==> src/rtl/knap_exhaustive_search.sv <==
// rtl/knap_exhaustive_search.sv - brute-force knapsack scan driving the validity checker
module knap_exhaustive_search #(
  parameter int                     N_ITEMS = 5,
  parameter int                     VW      = 5,
  parameter logic [N_ITEMS*VW-1:0]  VALUES  = {5'd10, 5'd1, 5'd2, 5'd2, 5'd4}
) (
  input  logic               clk,
  input  logic               rst,
  input  logic               start,
  output logic [N_ITEMS-1:0] candidate,
  input  logic               valid_in,
  output logic               busy,
  output logic               done,
  output logic               best_found,
  output logic [N_ITEMS-1:0] best_sel,
  output logic [VW-1:0]      best_value,
  output logic [N_ITEMS:0]   valid_count
);

  typedef enum logic [1:0] {IDLE, SCAN, DONE} state_t;

  state_t             state_q, state_d;
  logic [N_ITEMS-1:0] cand_q, cand_d;
  logic               found_q, found_d;
  logic [N_ITEMS-1:0] sel_q, sel_d;
  logic [VW-1:0]      value_q, value_d;
  logic [N_ITEMS:0]   count_q, count_d;
  logic [VW-1:0]      sel_value;

  // Value of the current candidate; wraps mod 2^VW exactly like the checker's sum.
  always_comb begin
    sel_value = '0;
    for (int i = 0; i < N_ITEMS; i++) begin
      if (cand_q[i]) sel_value = sel_value + VALUES[i*VW +: VW];
    end
  end

  // Next-state logic: walk every selection once, tallying feasible ones and tracking the best.
  always_comb begin
    state_d = state_q;
    cand_d  = cand_q;
    found_d = found_q;
    sel_d   = sel_q;
    value_d = value_q;
    count_d = count_q;
    case (state_q)
      IDLE: begin
        cand_d = '0;
        if (start) begin
          state_d = SCAN;
          found_d = 1'b0;
          sel_d   = '0;
          value_d = '0;
          count_d = '0;
        end
      end
      SCAN: begin
        if (valid_in) begin
          count_d = count_q + (N_ITEMS+1)'(1);
          // Strict compare keeps the lowest-index selection on ties.
          if (!found_q || (sel_value > value_q)) begin
            found_d = 1'b1;
            sel_d   = cand_q;
            value_d = sel_value;
          end
        end
        if (&cand_q) begin
          state_d = DONE;
          cand_d  = '0;
        end else begin
          cand_d = cand_q + N_ITEMS'(1);
        end
      end
      DONE: begin
        state_d = IDLE;
      end
      default: begin
        state_d = IDLE;
        cand_d  = '0;
      end
    endcase
  end

  // State and result registers with synchronous reset; reset mid-scan discards everything.
  always_ff @(posedge clk) begin
    if (rst) begin
      state_q <= IDLE;
      cand_q  <= '0;
      found_q <= 1'b0;
      sel_q   <= '0;
      value_q <= '0;
      count_q <= '0;
    end else begin
      state_q <= state_d;
      cand_q  <= cand_d;
      found_q <= found_d;
      sel_q   <= sel_d;
      value_q <= value_d;
      count_q <= count_d;
    end
  end

  assign candidate   = cand_q;
  assign busy        = (state_q == SCAN);
  assign done        = (state_q == DONE);
  assign best_found  = found_q;
  assign best_sel    = sel_q;
  assign best_value  = value_q;
  assign valid_count = count_q;

endmodule

==> config.mk <==
export PLATFORM = sky130hd
export DESIGN_NAME = knap_exhaustive_search
export DESIGN_NICKNAME = d
export VERILOG_FILES = /design/src/rtl/knap_exhaustive_search.sv
export SDC_FILE = /design/constraint.sdc
export NUM_CORES = 1
export LEC_CHECK = 0
export BUFFER_PORTS_ARGS = -buffer_cell sky130_fd_sc_hd__buf_4
export CAP_MARGIN = 20
export CORE_MARGIN = 2
export CORE_UTILIZATION = 28
export DETAILED_ROUTE_END_ITERATION = 8
export HOLD_SLACK_MARGIN = 0.06
export PLACE_DENSITY = 0.5
export SKIP_CTS_REPAIR_TIMING = 1
export SLEW_MARGIN = 15
export SYNTH_ARGS = -nofsm -noshare
export SYNTH_HDL_FRONTEND = slang
export SYNTH_SLANG_ARGS = --single-unit
==> constraint.sdc <==
create_clock -name clk -period 4.3 [get_ports clk]
set_input_delay 0 -clock clk [delete_from_list [all_inputs] [get_ports clk]]
set_output_delay 0 -clock clk [all_outputs]
set_load 0.01 [all_outputs]
==> flow_summary.ini <==
[worst_setup_path]
worstPathMaxFanout = 10
path_class = flip-flop to flip-flop
critPathLaunchType = flip-flop
cp-end-kind = flip-flop
crit-reg2reg-launch = candidate[0]
cpMostUsedCell = ha_1
critPathArrivalTime_ps = 3230
reg2reg_setup_slack_ps = 1210
cpMaxStageDelayCell = o211a_1
max_stage_delay_ps = 490
path_cells = ha_1 -> mux2_2 -> ha_1 -> mux2_2 -> ha_1 -> nand4_1 -> o211ai_2 -> o211a_1 -> o32ai_1
cp.required_ps = 4430
r2r_end = best_sel[3]
rr_worst_depth = 9

[min_path]
worstHoldEndpoint = candidate[0]
min_delay_path_depth = 2
hold_start = rst
hp-class = input pin to flip-flop

[synthesis]
yosys.area.top_type = dfxtp_1
yosysSeqAreaShare = 0.356
muxShareOfSynthArea = 0.0281
yosysWarningCount = 0
synth_compound_area_frac = 0.208
synth_cell_types = 40
synthArstFlopShare = 0
synth.top_cell.area_share = 0.356
syn_nets = 152
syn_area_per_cell_um2 = 9.43
synth_cells = 137
ys_seq_elements = 23
ys.flop_type = dfxtp_1
synth_edf_count = 0
netlist_area_um2 = 1290
synth_most_common_cell = dfxtp_1
synth_fa_ha_area_frac = 0.106
synth_xor_area_frac = 0.0407
synth_area_leaders = dfxtp_1, ha_1, o32ai_2
synth_top_family_by_area = compound AO/OA/AOI/OAI gates
synth_simple_gate_area_frac = 0.201
ys_top_cells_by_count = dfxtp_1, nand2_1, ha_1, inv_1, nor2_1

[detailed_routing]
drcViolationCount = 0
post_drt_via_cell_ratio = 4.98
wire_per_inst_um = 13.7
drt_iter0_markers = 71
num_vias = 1070
finalWirelength_mm = 2.94
first_pass_iters = 4
antenna_left = 0

[timing]
finClkSkew_ps = 3.69
finalSetupViolations = 0
hold_ws_ps = 75.8
min_period_ps = 3090
fmax_ghz = 0.323
slew_violations = 0
tns_ps = 0
rsz0062_at_grt = false
timing.final.crit_share = 0.720
hold_viol = 0
slew_headroom = 0.638
tightest_slew_ps = 543

[clocking]
cts_buffers = 3
clockRootBuffer = clkbuf_8
clockBufferDepth = 2
clk_pin_slew_ps = 80
cts_tree = yes
h-tree-depth = 1
clkLatencyLatePin_ps = 270
cts.sinks = 23

[grt]
grt_max_degree = 20
grt_pass1_wl_mm = 5.16
antenna_found_initial = 0
grt.overflow.total = 0
grt_usage = 0.127
grt_pass1_vias = 1095

[floorplan]
start_util = 0.293
die_x_um = 71.9
die_h_um = 71.9
core_um2 = 4410
dieArea_um2 = 5180
num_io_pins = 28
rows = 24

[outcome]
status = finished clean

[placed_design]
place_congestion = 0.891
dp_hpwl_mm = 2.25
io_buffers = 27

[pwr]
peakVddDrop_mv = 0.114
p_per_area_nw_per_um2 = 254
leakage_nw = 0.638

[final_layout]
fin_util = 0.358
areaGrowthSynthToFinish_pct = 22.4
fillers = 474
antenna_cells = 0
nNetsFinal = 179
layout-drive-gt1-share = 0.288

[flow_run]
cap_violations = 0
[critical path: cells and delay by family, from the launching register on]
kind | cells | cell delay, ps
compound gates | 3 | 890
fa+ha+maj | 3 | 880
mux | 2 | 570
flops | 1 | 480
simple gates | 1 | 140
[layout by cell type (no fill, tap or decap), types with 3 or more instances in the layout]
| cell | synthesis | final |
|---|---|---|
| clkbuf_8 | 0 | 3 |
| nor2_1 | 11 | 11 |
| a21oi_1 | 7 | 7 |
| nand3_1 | 3 | 3 |
| xnor2_1 | 5 | 5 |
| buf_4 | 1 | 27 |
| a211oi_1 | 3 | 3 |
| nor3_1 | 3 | 3 |
| o21ai_0 | 3 | 3 |
| dfxtp_1 | 23 | 23 |
| inv_1 | 11 | 11 |
| ha_1 | 11 | 11 |
| nand2_1 | 13 | 13 |
| o32ai_2 | 7 | 7 |
| nor3b_1 | 3 | 3 |
[worst max-delay path by stage]
stage                             end  slack [ps]  depth (start not counted)    startpoint
final                     best_sel[3]        1210                          9  candidate[0]
after detailed placement  best_sel[3]        1240                          9  candidate[0]
after global routing      best_sel[3]         960                          9  candidate[0]
after CTS                 best_sel[3]        1210                          9  candidate[0]
after global placement    best_sel[3]        1330                          9  candidate[0]
after floorplan           best_sel[0]        1500                         10  candidate[0]
[report_power, final]
group	total (mW)	internal [mW]	switching, mW	leakage (nW)
registers	0.221	0.216	0.00486	0.186
logic	0.0444	0.0171	0.0273	0.426
clock network	0.136	0.0648	0.0715	0.0255
[per-layer routing]
metal / wire, um / track usage / up-vias
li1: - / - / 543
met1: 1400 / 0.171 / 502
met2: 1360 / 0.201 / 21
met3: 110 / 0.0194 / 4
met4: 60 / 0.0566 / 0
met5: 0 / 0 / -
[final cells by class]
class / instances / area (um2) / area share
clock buffer: 3 / 41.3 / 0.0261
clock inverter: 1 / 5.00 / 0.00316
inverter: 11 / 41.3 / 0.0261
multi-input combinational: 97 / 756 / 0.478
sequential: 23 / 460 / 0.291
tap: 52 / 65.1 / 0.0411
timing repair buffer: 28 / 213 / 0.134
[metrics by stage]
stage | instance area (um2) | power, mW | setup WS (ps) | instances
after CTS | 1570 | 0.409 | 1210 | 214
after floorplan | 1290 | 0.257 | 1500 | 137
after global routing | 1580 | 0.424 | 963 | 215
final | 1580 | 0.401 | 1210 | 215
after global placement | 1530 | 0.269 | 1330 | 210
after detailed placement | 1530 | 0.270 | 1240 | 210
[registers in the layout (all words and copies together), names as in the netlist]
signal / flops
state_q: 2
candidate: 5
best_sel: 5
valid_count: 6
best_found: 1
best_value: 4
[cells by family (layout without fill, tap and decap cells)]
logic type	count (synthesis)	count (layout)
AO/OA/AOI/OAI	29	29
adder cells (fa/ha/maj)	11	11
multiplexers	3	3
flip-flops	23	23
XOR/XNOR	6	6
buffers and inverters	17	43
AND/OR/NAND/NOR	48	48
Power figures use the tool's default switching activity.
